===== src/rtl/andchain_trace_driver.sv =====
// ---------------------------------------------------------------------------
// andchain_trace_driver
//
// Drives pseudo-random stimulus (a/b/c) into a LANES-wide AND-chain under
// test and records every run cycle's stimulus and response into a trace FIFO
// for a downstream consumer.
//
// Ports
//   clk, rst_n          clock, asynchronous active-low reset
//   start               begin a run (only looked at in IDLE)
//   stop                end a run early (only looked at in RUN)
//   run_len[15:0]       cycles per run, 0 = run until stop
//   a, b, c             registered stimulus, bit i = lane i
//   d, e, f             chain responses, bit i = lane i
//   trace_valid/ready   head-of-FIFO handshake
//   trace_data          head entry {d,e,f,a,b,c}
//   busy                high in RUN or DRAIN
//   done                one-cycle pulse on DRAIN->IDLE
//   overflow            sticky, at least one sample was dropped
//   drop_cnt[7:0]       saturating dropped-sample count
//
// Build option
//   ANDCHAIN_TRACE_DROPCNT_EN  enables drop_cnt; otherwise drop_cnt is 0 and
//                              only overflow flags drops.
// ---------------------------------------------------------------------------
module andchain_trace_driver #(
    parameter int          LANES = 5,
    parameter logic [15:0] SEED  = 16'hACE1,
    parameter int          DEPTH = 16
) (
    input  logic                 clk,
    input  logic                 rst_n,
    input  logic                 start,
    input  logic                 stop,
    input  logic [15:0]          run_len,
    output logic [LANES-1:0]     a,
    output logic [LANES-1:0]     b,
    output logic [LANES-1:0]     c,
    input  logic [LANES-1:0]     d,
    input  logic [LANES-1:0]     e,
    input  logic [LANES-1:0]     f,
    output logic                 trace_valid,
    input  logic                 trace_ready,
    output logic [6*LANES-1:0]   trace_data,
    output logic                 busy,
    output logic                 done,
    output logic                 overflow,
    output logic [7:0]           drop_cnt
);

    localparam int AW = $clog2(DEPTH);
    localparam int W  = 6 * LANES;
    // An all-zero Galois LFSR never leaves zero, so a zero seed is replaced.
    localparam logic [15:0] SEED_EFF = (SEED == 16'h0000) ? 16'h0001 : SEED;

    typedef enum logic [1:0] {IDLE, RUN, DRAIN} state_t;

    state_t          state, state_nxt;
    logic [15:0]     lfsr, lfsr_nxt;
    logic [15:0]     run_cnt;
    logic [AW:0]     count;
    logic [AW-1:0]   wr_ptr, rd_ptr;
    logic [W-1:0]    mem [DEPTH];

    logic start_run, run_term;
    logic push, pop, full, push_ok, drop;

    // x^16+x^14+x^13+x^11+1, right-shifting Galois form.
    function automatic logic [15:0] lfsr_step(input logic [15:0] s);
        logic [15:0] n;
        n = {1'b0, s[15:1]};
        if (s[0]) n = n ^ 16'hB400;
        return n;
    endfunction

    // -----------------------------------------------------------------------
    // Control
    // -----------------------------------------------------------------------
    assign start_run = (state == IDLE) && start;
    // stop and the length terminal OR together, so both at once still give
    // exactly one RUN->DRAIN transition.
    assign run_term  = stop || ((run_len != 16'd0) && (run_cnt == run_len - 16'd1));

    // NOTE: every always_comb output gets a default first so that no path
    // leaves it unassigned -- otherwise a latch is inferred.
    always_comb begin
        state_nxt = state;
        lfsr_nxt  = lfsr;
        case (state)
            IDLE: begin
                if (start) begin
                    state_nxt = RUN;
                    lfsr_nxt  = SEED_EFF;
                end
            end
            RUN: begin
                lfsr_nxt = lfsr_step(lfsr);
                if (run_term) state_nxt = DRAIN;
            end
            DRAIN: begin
                if (count == '0) state_nxt = IDLE;
            end
            default: state_nxt = IDLE;
        endcase
    end

    // NOTE: sequential state uses non-blocking assignments so every register
    // samples the pre-edge values, independent of statement order.
    always_ff @(posedge clk or negedge rst_n) begin
        if (!rst_n) begin
            state   <= IDLE;
            lfsr    <= SEED;
            run_cnt <= '0;
            a       <= '0;
            b       <= '0;
            c       <= '0;
            done    <= 1'b0;
        end else begin
            state <= state_nxt;
            lfsr  <= lfsr_nxt;
            done  <= (state == DRAIN) && (count == '0);
            if (start_run)
                run_cnt <= '0;
            else if (state == RUN && run_cnt != 16'hFFFF)
                run_cnt <= run_cnt + 16'd1;
            // a/b/c always present the LFSR state that is current in the RUN
            // cycle they belong to, i.e. the value being loaded now.
            if (state_nxt == RUN) begin
                a <= lfsr_nxt[LANES-1:0];
                b <= lfsr_nxt[5+LANES-1:5];
                c <= lfsr_nxt[10+LANES-1:10];
            end else begin
                a <= '0;
                b <= '0;
                c <= '0;
            end
        end
    end

    assign busy = (state != IDLE);

    // -----------------------------------------------------------------------
    // Trace FIFO
    // -----------------------------------------------------------------------
    assign push    = (state == RUN);
    assign pop     = (count != '0) && trace_ready;
    assign full    = (count == (AW+1)'(DEPTH));
    // A full FIFO still accepts a push when the head leaves in the same cycle.
    assign push_ok = push && (!full || pop);
    assign drop    = push && full && !pop;

    always_ff @(posedge clk or negedge rst_n) begin
        if (!rst_n) begin
            count  <= '0;
            wr_ptr <= '0;
            rd_ptr <= '0;
        end else begin
            if (push_ok) wr_ptr <= wr_ptr + 1'b1;
            if (pop)     rd_ptr <= rd_ptr + 1'b1;
            case ({push_ok, pop})
                2'b10:   count <= count + 1'b1;
                2'b01:   count <= count - 1'b1;
                default: count <= count;
            endcase
        end
    end

    // NOTE: storage is not reset; emptiness is defined by the pointers and
    // count alone, so stale contents are never observable.
    always_ff @(posedge clk) begin
        if (push_ok) mem[wr_ptr] <= {d, e, f, a, b, c};
    end

    assign trace_valid = (count != '0);
    assign trace_data  = mem[rd_ptr];

    // -----------------------------------------------------------------------
    // Drop reporting
    // -----------------------------------------------------------------------
    always_ff @(posedge clk or negedge rst_n) begin
        if (!rst_n)         overflow <= 1'b0;
        else if (start_run) overflow <= 1'b0;
        else if (drop)      overflow <= 1'b1;
    end

`ifdef ANDCHAIN_TRACE_DROPCNT_EN
    always_ff @(posedge clk or negedge rst_n) begin
        if (!rst_n)                          drop_cnt <= '0;
        else if (start_run)                  drop_cnt <= '0;
        else if (drop && drop_cnt != 8'hFF)  drop_cnt <= drop_cnt + 8'd1;
    end
`else
    assign drop_cnt = 8'd0;
`endif

endmodule


===== config.mk =====
export PLATFORM = sky130hd
export DESIGN_NAME = andchain_trace_driver
export DESIGN_NICKNAME = d
export VERILOG_FILES = /design/src/rtl/andchain_trace_driver.sv
export SDC_FILE = /design/constraint.sdc
export NUM_CORES = 1
export LEC_CHECK = 0
export ABC_AREA = 1
export BUFFER_PORTS_ARGS = -buffer_cell sky130_fd_sc_hd__buf_2
export CAP_MARGIN = 20
export CORE_UTILIZATION = 45
export CTS_CLUSTER_DIAMETER = 150
export DETAILED_ROUTE_END_ITERATION = 6
export GPL_TIMING_DRIVEN = 0
export MAX_ROUTING_LAYER = met4
export RECOVER_POWER = 100
export SLEW_MARGIN = 20
export SYNTH_ARGS = -nofsm -noshare
export SYNTH_HDL_FRONTEND = slang
export SYNTH_SLANG_ARGS = --single-unit

===== constraint.sdc =====
create_clock -name clk -period 4.8 [get_ports clk]
set_clock_uncertainty 0.1 [all_clocks]
set_input_delay 0.48 -clock clk [delete_from_list [all_inputs] [get_ports clk]]
set_output_delay 0.48 -clock clk [all_outputs]
set_load 0.005 [all_outputs]

==> metrics.txt <==
setup ws final 0.818 ns; WP data required 4.22 ns; worst setup path class flip-flop to primary output; R2R depth 9; headroom to the max-slew limit -51.9%; final std cells w/o fill 2536; clock slew seen by the registers of the worst setup and hold paths 0.06 ns; final core occ 52.4%; vias in the first global route 14.1k; RSZ-0062 raised after global routing false; Synth top area share 64.7%; Die ar. 50400 um2; Synth Area per Inst 13.4 um2; failing checks max-capacitance violations, max-slew violations; CP arrival ~3.4 ns; worst skew pair latency 0.61 ns; antenna cells 0; Least-Margin Pin Slew 2.27 ns; wirelength, routed 61300 um; CTS Buf Count 57; GRT overflow 0; initial antenna violation count 0; Die Span Y between 200 and 250 um; Slew Limit Fails 166; Async SR Flop Fraction 11.8%; CTS Buffer Depth 3; H-tree Lvls 2; status finished, violations left; placed inst area 24200 um2; Crit-path slowest cell clkbuf_1; Vias per Instance 5.70; synthesized flop and latch total 544; Root Buffer clkbuf_16; port bufs 84; Total GRT Usage 25.4%; initial core utilization 45.6%; leakage 9.05 nW; sequential-to-total area share from yosys stat 71.9%; die width 225 um; pre-CTS setup slack about 1.6 ns; Final Hold Viols 0; IO Pins between 90 and 100; # rows 81; Hold Crit Class primary input to flip-flop; share of layout cells above drive strength 1 10.3%; synthesized netlist cell count 1657; Final #Nets between 1.5k and 2k; largest net degree at the start of global routing 55; first-pass GRT wire length 90500 um; Total Power 15.8 mW; vias 14.5k; final setup fails 0; top post-synthesis cells by area edfxtp_1 (65%), dfrtp_1 (6.3%), mux2i_1 (4.3%), nor2_1 (4.0%), o221ai_1 (3.8%); Post-synth EDFFs 480; Final ANT Viol Nets 0; Largest stage delay, worst path ~0.73 ns; YS warnings 0; worst-path maximum fanout 10; crit path cell chain clkbuf_1 > clkbuf_1 > clkbuf_1 > o221ai_1 > o211ai_1 > nand2_1 > clkbuf_1; placed cells between 2k and 2.5k; power per cell area 616 nW/um2; VDD IR-drop max 0.397 mV; max_cap viols 11; most frequent cells in the layout edfxtp_1 (480), nor2_1 (242), o21ai_0 (147), nand2_1 (138), clkbuf_1 (129); drt drc 0; clock sinks 544; Synth Flop Type edfxtp_1; placer congestion estimate 0.851; final instance area about 26000 um2; First DRT Iteration DRCs 1554; Final Cycle Share 83.0%; commonest non-fill, non-tap cell in the layout edfxtp_1; DP HPWL 40400 um; total negative slack 0 ns; minimum clock period after layout about 4.0 ns; Fillers between 4k and 5k; core area 48800 um2; most frequent cell on the critical path clkbuf_1; hold path cells 5; area grow syn2layout 14.8%; DR WL/cell about 24 um; leading area contributor after synthesis edfxtp_1; first drt pass iteration count 5; synth unique cells 51; Hold WS 0.116 ns; startpoint class of the critical path flip-flop; CTS tree built; Highest Clock Rate 251 MHz; Mapped Area roughly 22000 um2; CP Capture Type primary output
==> cell families after synthesis <==
logic type,synth area share [%]
AOI/OAI and AO/OA,9.55
xor gates and xnor gates,0.865
adders and majority gates,0.708
buffers and inverters,3.48
DFF,71.9
muxes,4.31
other,0.0168
and+or+nand+nor,9.15
==> worst max-delay path, delay by kind of cell (launching register included) <==
kind	cells	cell delay (ns)
buf+inv	4	1.74
compound gates	2	0.54
flops	1	0.35
simple gates	1	0.13
==> where the power goes <==
part	leakage (nW)	internal (mW)	switching, mW
clock	0.837	2.30	1.79
combinational	3.04	1.59	3.71
sequential	5.17	5.92	0.439
total	9.05	9.81	5.94
==> routing by layer <==
layer | wire, um | global-route usage [%] | share of wire (%) | vias to the layer above
li1 | - | - | - | 6473
met1 | 25400 | 33.9 | 41 | 7292
met2 | 29200 | 39.7 | 48 | 590
met3 | 5140 | 4.42 | 8.4 | 103
met4 | 1570 | 7.88 | 2.6 | 0
met5 | 0 | - | 0 | -
==> Yosys cell counts, types with 2 or more instances <==
cell type	instances
edfxtp_1	480
nor2_1	240
o21ai_0	144
nand2_1	135
mux2i_1	96
o221ai_1	96
inv_1	71
clkbuf_1	67
nand3_1	60
dfrtp_1	56
buf_2	21
o211ai_1	18
o32ai_1	18
a21oi_1	15
xor2_1	15
o22ai_1	13
ha_1	11
nor2_2	11
nor3_1	11
buf_4	8
dfstp_2	8
nand4_1	8
inv_2	7
xnor2_1	7
nand2_2	4
nor2_4	3
o21a_1	3
a211oi_1	2
a22oi_1	2
buf_1	2
nand2_4	2
o21ai_1	2
o21bai_1	2
or2_2	2
==> path summary, 6_finish.rpt <==
check / from / end / slack, ns
min in group asynchronous: rst_n / a[0] / 0.33
max in group asynchronous: rst_n / lfsr[5] / 3.51
worst max register to register: count[0] / mem[4][1] / 0.90
worst min register to register: count[4] / count[4] / 0.40
worst max-delay path: rd_ptr[1] / trace_data[21] / 0.82
worst min-delay path: stop / state[1] / 0.12
==> final cells by class <==
cell class	instances	area [um2]	share of cell area, %
Buffer	102	453	1.77
Clock buffer	75	1550	6.04
Clock inverter	28	150	0.587
Inverter	79	298	1.16
Multi-Input combinational cell	939	5470	21.4
Sequential cell	544	16000	62.6
Tap cell	664	831	3.25
Timing Repair Buffer	105	815	3.18
==> sequential cells by signal (all words and copies together), names as in the netlist <==
register and flops:
mem 480, lfsr 16, run_cnt 16, a 5, b 5, c 5, count 5, rd_ptr 4
wr_ptr 4, state 2, done 1, overflow 1
==> repair_timing <==
| action | CTS | global route |
|---|---|---|
| hold endpoints to repair | 56 | 0 |
| buffers inserted | 0 | 0 |
| resized for setup | 0 | 0 |
| hold buffers | 1 | 0 |
Power figures use the tool's default switching activity.
